**config.mk**
```make
export PLATFORM = sky130hd
export DESIGN_NAME = uart_frame_packer
export DESIGN_NICKNAME = d
export VERILOG_FILES = /design/src/rtl/uart_frame_packer.sv
export SDC_FILE = /design/constraint.sdc
export NUM_CORES = 1
export LEC_CHECK = 0
export CAP_MARGIN = 40
export CORE_UTILIZATION = 59
export DETAILED_ROUTE_END_ITERATION = 16
export PLACE_DENSITY = 0.85
export SYNTH_ARGS = -nofsm -noshare
export SYNTH_HDL_FRONTEND = slang
export SYNTH_SLANG_ARGS = --single-unit
```
**constraint.sdc**
```tcl
create_clock -name clk -period 6 [get_ports clk]
set_input_delay 1.2 -clock clk [delete_from_list [all_inputs] [get_ports clk]]
set_output_delay 1.2 -clock clk [all_outputs]
set_load 0.01 [all_outputs]
```
**src/rtl/uart_frame_packer.sv**
```systemverilog
// Frames each kept filtered sample into a 6-byte packet and pushes it byte by byte
// into the UART TX FIFO, holding whenever the FIFO reports full.
module uart_frame_packer #(
  parameter logic [7:0] HDR0      = 8'hAA,
  parameter logic [7:0] HDR1      = 8'h55,
  parameter int         DECIM     = 1,
  parameter int         DECIM_BIT = 8
) (
  input  logic        clk,
  input  logic        reset,
  input  logic [15:0] sample_data,
  input  logic        sample_valid,
  output logic        sample_ready,
  input  logic        fifo_full,
  output logic [7:0]  w_data,
  output logic        wr_uart,
  output logic        busy
);

  // state  | meaning
  // IDLE   | waiting for a sample, sample_ready high
  // S_HDR0 | writing first sync byte
  // S_HDR1 | writing second sync byte
  // S_DH   | writing latched sample high byte
  // S_DL   | writing latched sample low byte
  // S_SEQ  | writing frame sequence number
  // S_CHK  | writing checksum, then seq advances
  typedef enum logic [2:0] {
    IDLE   = 3'd0,
    S_HDR0 = 3'd1,
    S_HDR1 = 3'd2,
    S_DH   = 3'd3,
    S_DL   = 3'd4,
    S_SEQ  = 3'd5,
    S_CHK  = 3'd6
  } state_t;

  localparam logic [DECIM_BIT-1:0] DCNT_LAST = DECIM_BIT'(DECIM - 1);

  state_t               state_q, state_d;
  logic [15:0]          sample_q, sample_d;
  logic [7:0]           seq_q, seq_d;
  logic [DECIM_BIT-1:0] dcnt_q, dcnt_d;
  logic [7:0]           chk;

  always_comb begin
    state_d  = state_q;
    sample_d = sample_q;
    seq_d    = seq_q;
    dcnt_d   = dcnt_q;

    sample_ready = (state_q == IDLE);
    busy         = (state_q != IDLE);
    // Gated by reset so a frame aborted by reset emits nothing while reset is low.
    wr_uart      = (state_q != IDLE) && !fifo_full && reset;
    chk          = sample_q[15:8] + sample_q[7:0] + seq_q;

    case (state_q)
      S_HDR0:  w_data = HDR0;
      S_HDR1:  w_data = HDR1;
      S_DH:    w_data = sample_q[15:8];
      S_DL:    w_data = sample_q[7:0];
      S_SEQ:   w_data = seq_q;
      S_CHK:   w_data = chk;
      default: w_data = 8'h00;
    endcase

    case (state_q)
      IDLE: begin
        if (sample_valid) begin
          if (dcnt_q == DCNT_LAST) begin
            sample_d = sample_data;
            dcnt_d   = '0;
            state_d  = S_HDR0;
          end else begin
            dcnt_d = dcnt_q + 1'b1;
          end
        end
      end
      S_HDR0: if (wr_uart) state_d = S_HDR1;
      S_HDR1: if (wr_uart) state_d = S_DH;
      S_DH:   if (wr_uart) state_d = S_DL;
      S_DL:   if (wr_uart) state_d = S_SEQ;
      S_SEQ:  if (wr_uart) state_d = S_CHK;
      S_CHK: begin
        if (wr_uart) begin
          seq_d   = seq_q + 8'd1;
          state_d = IDLE;
        end
      end
      default: state_d = IDLE;
    endcase
  end

  always_ff @(posedge clk) begin
    if (!reset) begin
      state_q  <= IDLE;
      sample_q <= '0;
      seq_q    <= '0;
      dcnt_q   <= '0;
    end else begin
      state_q  <= state_d;
      sample_q <= sample_d;
      seq_q    <= seq_d;
      dcnt_q   <= dcnt_d;
    end
  end

endmodule

```
==> impl_metrics.toml <==
[floorplanning]
coreArea_um2 = 3468
dieArea_um2 = 4025
initial_utilization_pct = 64.21
die_height_um = 63.44
fp.dieW_um = 63.44
rows = 21
ios = 31

[synth]
synthXorXnorAreaFrac_pct = 8.258
synth-compound-area-share_pct = 19.21
netlist_instances = 265
ys.flop_type = "dfxtp_1"
synth_top_family_by_area = "simple AND/OR/NAND/NOR gates"
synth_seq_cells = 35
ys_warn_count = 0
synth_area_leader_cell = "dfxtp_1"
synth.avg_cell_area_um2 = 8.404
synth_edf_count = 0
synthAdderAreaFrac_pct = 12.25
synthArstFlopShare_pct = 0
synth.yosys.seq_area_share_pct = 31.46
synthesis.area_um2 = 2227
yosys-top-cells-area = "dfxtp_1 (31%), nand2_1 (7.9%), fa_1 (7.2%)"
syn-num-nets = 302
synth_top_area_share_pct = 31.46
synth_simple_gate_area_share_pct = 22.70
synthMuxAreaShare_pct = 0
yosysUniqueCellTypes = 42

[clock_network]
cts-resized-gates = 0
worstSkewPairLatency_ps = 290
cts-root-buf = "clkbuf_8"
cts_tree = "yes"
clock_path_buffers = 2
h-tree-depth = 2
path_clk_slew_ps = 70
hold_buffers = 0
cts.sink_count = 35
cts_setup_buffers = 0
numCtsBuffers = 5

[cells_and_area]
final_nets = 328
fin_util_pct = 76.05
final-seq-area_um2 = 700.7
multi_input_area_um2 = 1390
design_area_um2 = 2638
areaGrowthSynthToFinish_pct = 18.43
diodes = 0
stdcell_count = 338
drive_above_1_share_pct = 8.219
fillers = 278

[detailed_routing]
dr.first_iter.drc_count = 255
vias = 1929
wirelength_um = 4965
vias_per_cell = 5.707
ant_nets = 0
routedWlPerCell_um = 14.69
drc_errors = 0
drt_first_pass_iters = 4

[timing]
relSlewSlack_pct = 44.33
finalHoldViolCount = 0
drv_slew = 0
tightest_slew_ps = 833.9
fin_crit_sh_pct = 74.74
fin_skew_ps = 4.625
rsz0062_at_grt = "no"
fin_setup_tns_ps = 0
fin_crit_ps = 4485
fmax_mhz = 223.0
setup_viol = 0

[critical_path]
cp-end-kind = "output pin"
cp.arrival_ps = 3280
path_class = "register to output pin"
worstPathMaxFanout = 3
start_kind = "register"
critPathRequiredTime_ps = 4800

[global_routing]
antenna_found_initial = 0
grt_max_degree = 31
grt_usage_pct = 28.45
grt_overflow = 0
grt_first_pass_wirelength_um = 8673
grt_pass1_vias = 1784

[placement]
gp_congestion = 1.024
placed_cells = 330
placed_area_um2 = 2520
hpwlAfterDp_um = 3587
placement.io_buffers = 30

[job]
max_cap_viol_count = 0

[hold_path]
hold_path_class = "register to register"

[power_and_ir_drop]
vdd_drop_max_uv = 226.5
leakage_nw = 1.027
cellPowerDensity_nw_per_um2 = 274.7

[outcome]
status = "finished, final reports clean"
## worst max-delay path: stages (launching register included)
cell and delay [ps]:
dfxtp_1 350, inv_1 70, fa_1 460, inv_1 70
ha_1 170, inv_1 60, fa_1 400, nand2b_1 180
a21oi_1 200, o22ai_1 140, xnor2_1 140, o21ai_0 200
clkdlybuf4s50_1 570
## cells by family after synthesis
kind of cell             count (synthesis)
AO/OA/AOI/OAI                           60
flip-flops                              35
XOR/XNOR                                21
buffers and inverters                   29
AND/OR/NAND/NOR                        103
adder cells (fa/ha/maj)                 17
## synth_stat cells, types with 2 or more instances
| cell | count |
|---|---|
| o221ai_1 | 2 |
| a21boi_0 | 6 |
| nand3_1 | 6 |
| and3_1 | 4 |
| a22oi_1 | 3 |
| nand4_1 | 4 |
| ha_1 | 9 |
| fa_1 | 8 |
| nand2_1 | 47 |
| clkbuf_1 | 8 |
| xnor2_1 | 9 |
| nor3_1 | 5 |
| a21oi_1 | 13 |
| a211oi_1 | 2 |
| xor2_1 | 12 |
| a32oi_1 | 2 |
| dfxtp_1 | 35 |
| nor2b_1 | 7 |
| and2_1 | 6 |
| o21a_1 | 2 |
| o21ai_0 | 14 |
| a21boi_2 | 10 |
| buf_6 | 2 |
| inv_1 | 16 |
| nor2_1 | 16 |
## final cells by class
class,instances,area share [%]
timing repair buffer,31,11.67
sequential,35,26.57
clock inverter,2,1.328
clock buffer,6,3.131
tap,46,2.182
inverter,17,2.419
multi-input combinational,201,52.70
## placed cells by master, fill, tap and decap left out, types with 2 or more instances in the layout
master,instances
dfxtp_1,35
and2_1,6
a22oi_1,3
nor2_1,16
a21oi_1,13
a32oi_1,2
inv_1,16
and3_1,4
clkdlybuf4s50_1,30
a21boi_0,6
a21boi_2,10
fa_1,8
nand3_1,6
o21ai_0,14
xor2_1,12
a211oi_1,2
o221ai_1,2
nand4_1,4
xnor2_1,9
nor3_1,5
clkbuf_8,6
o21a_1,2
nand2_1,47
ha_1,9
nor2b_1,7
## registers in the layout (all words and copies together), names as in the netlist
signal / count
dcnt_q: 8
sample_q: 16
seq_q: 8
state_q: 3
## path summary, 6_finish.rpt
path	endpoint	startpoint	depth (start not counted)	slack, ps
setup / recovery	w_data[7]	sample_q[1]	12	1520
hold / removal	sample_q[9]	sample_q[9]	2	480
setup reg to reg	sample_q[2]	state_q[0]	4	3710
hold reg to reg	sample_q[9]	sample_q[9]	2	480
## through the flow
stage	power, mW	hold WS, ps	setup WS (ps)
CTS	0.7239	477.7	1524
global route	0.7737	505.3	1311
detailed placement	0.5057	470.0	1881
global placement	0.5011	466.1	1919
finish	0.7246	476.5	1515
floorplan	0.4341	453.5	2505
## where the power goes
part	total (mW)	leakage [nW]	internal, mW	switching [mW]
Clock	0.221	0.0612	0.134	0.0867
Combinational	0.214	0.681	0.104	0.110
Sequential	0.290	0.285	0.253	0.0371
## per-layer routing
layer	vias up	GRT usage [%]	routed length, µm
met1	886	38.91	2249
met4	0	11.36	105
met2	76	42.15	2273
met5	-	0	0
met3	13	7.609	337
li1	954	-	-
Power figures use the tool's default switching activity.
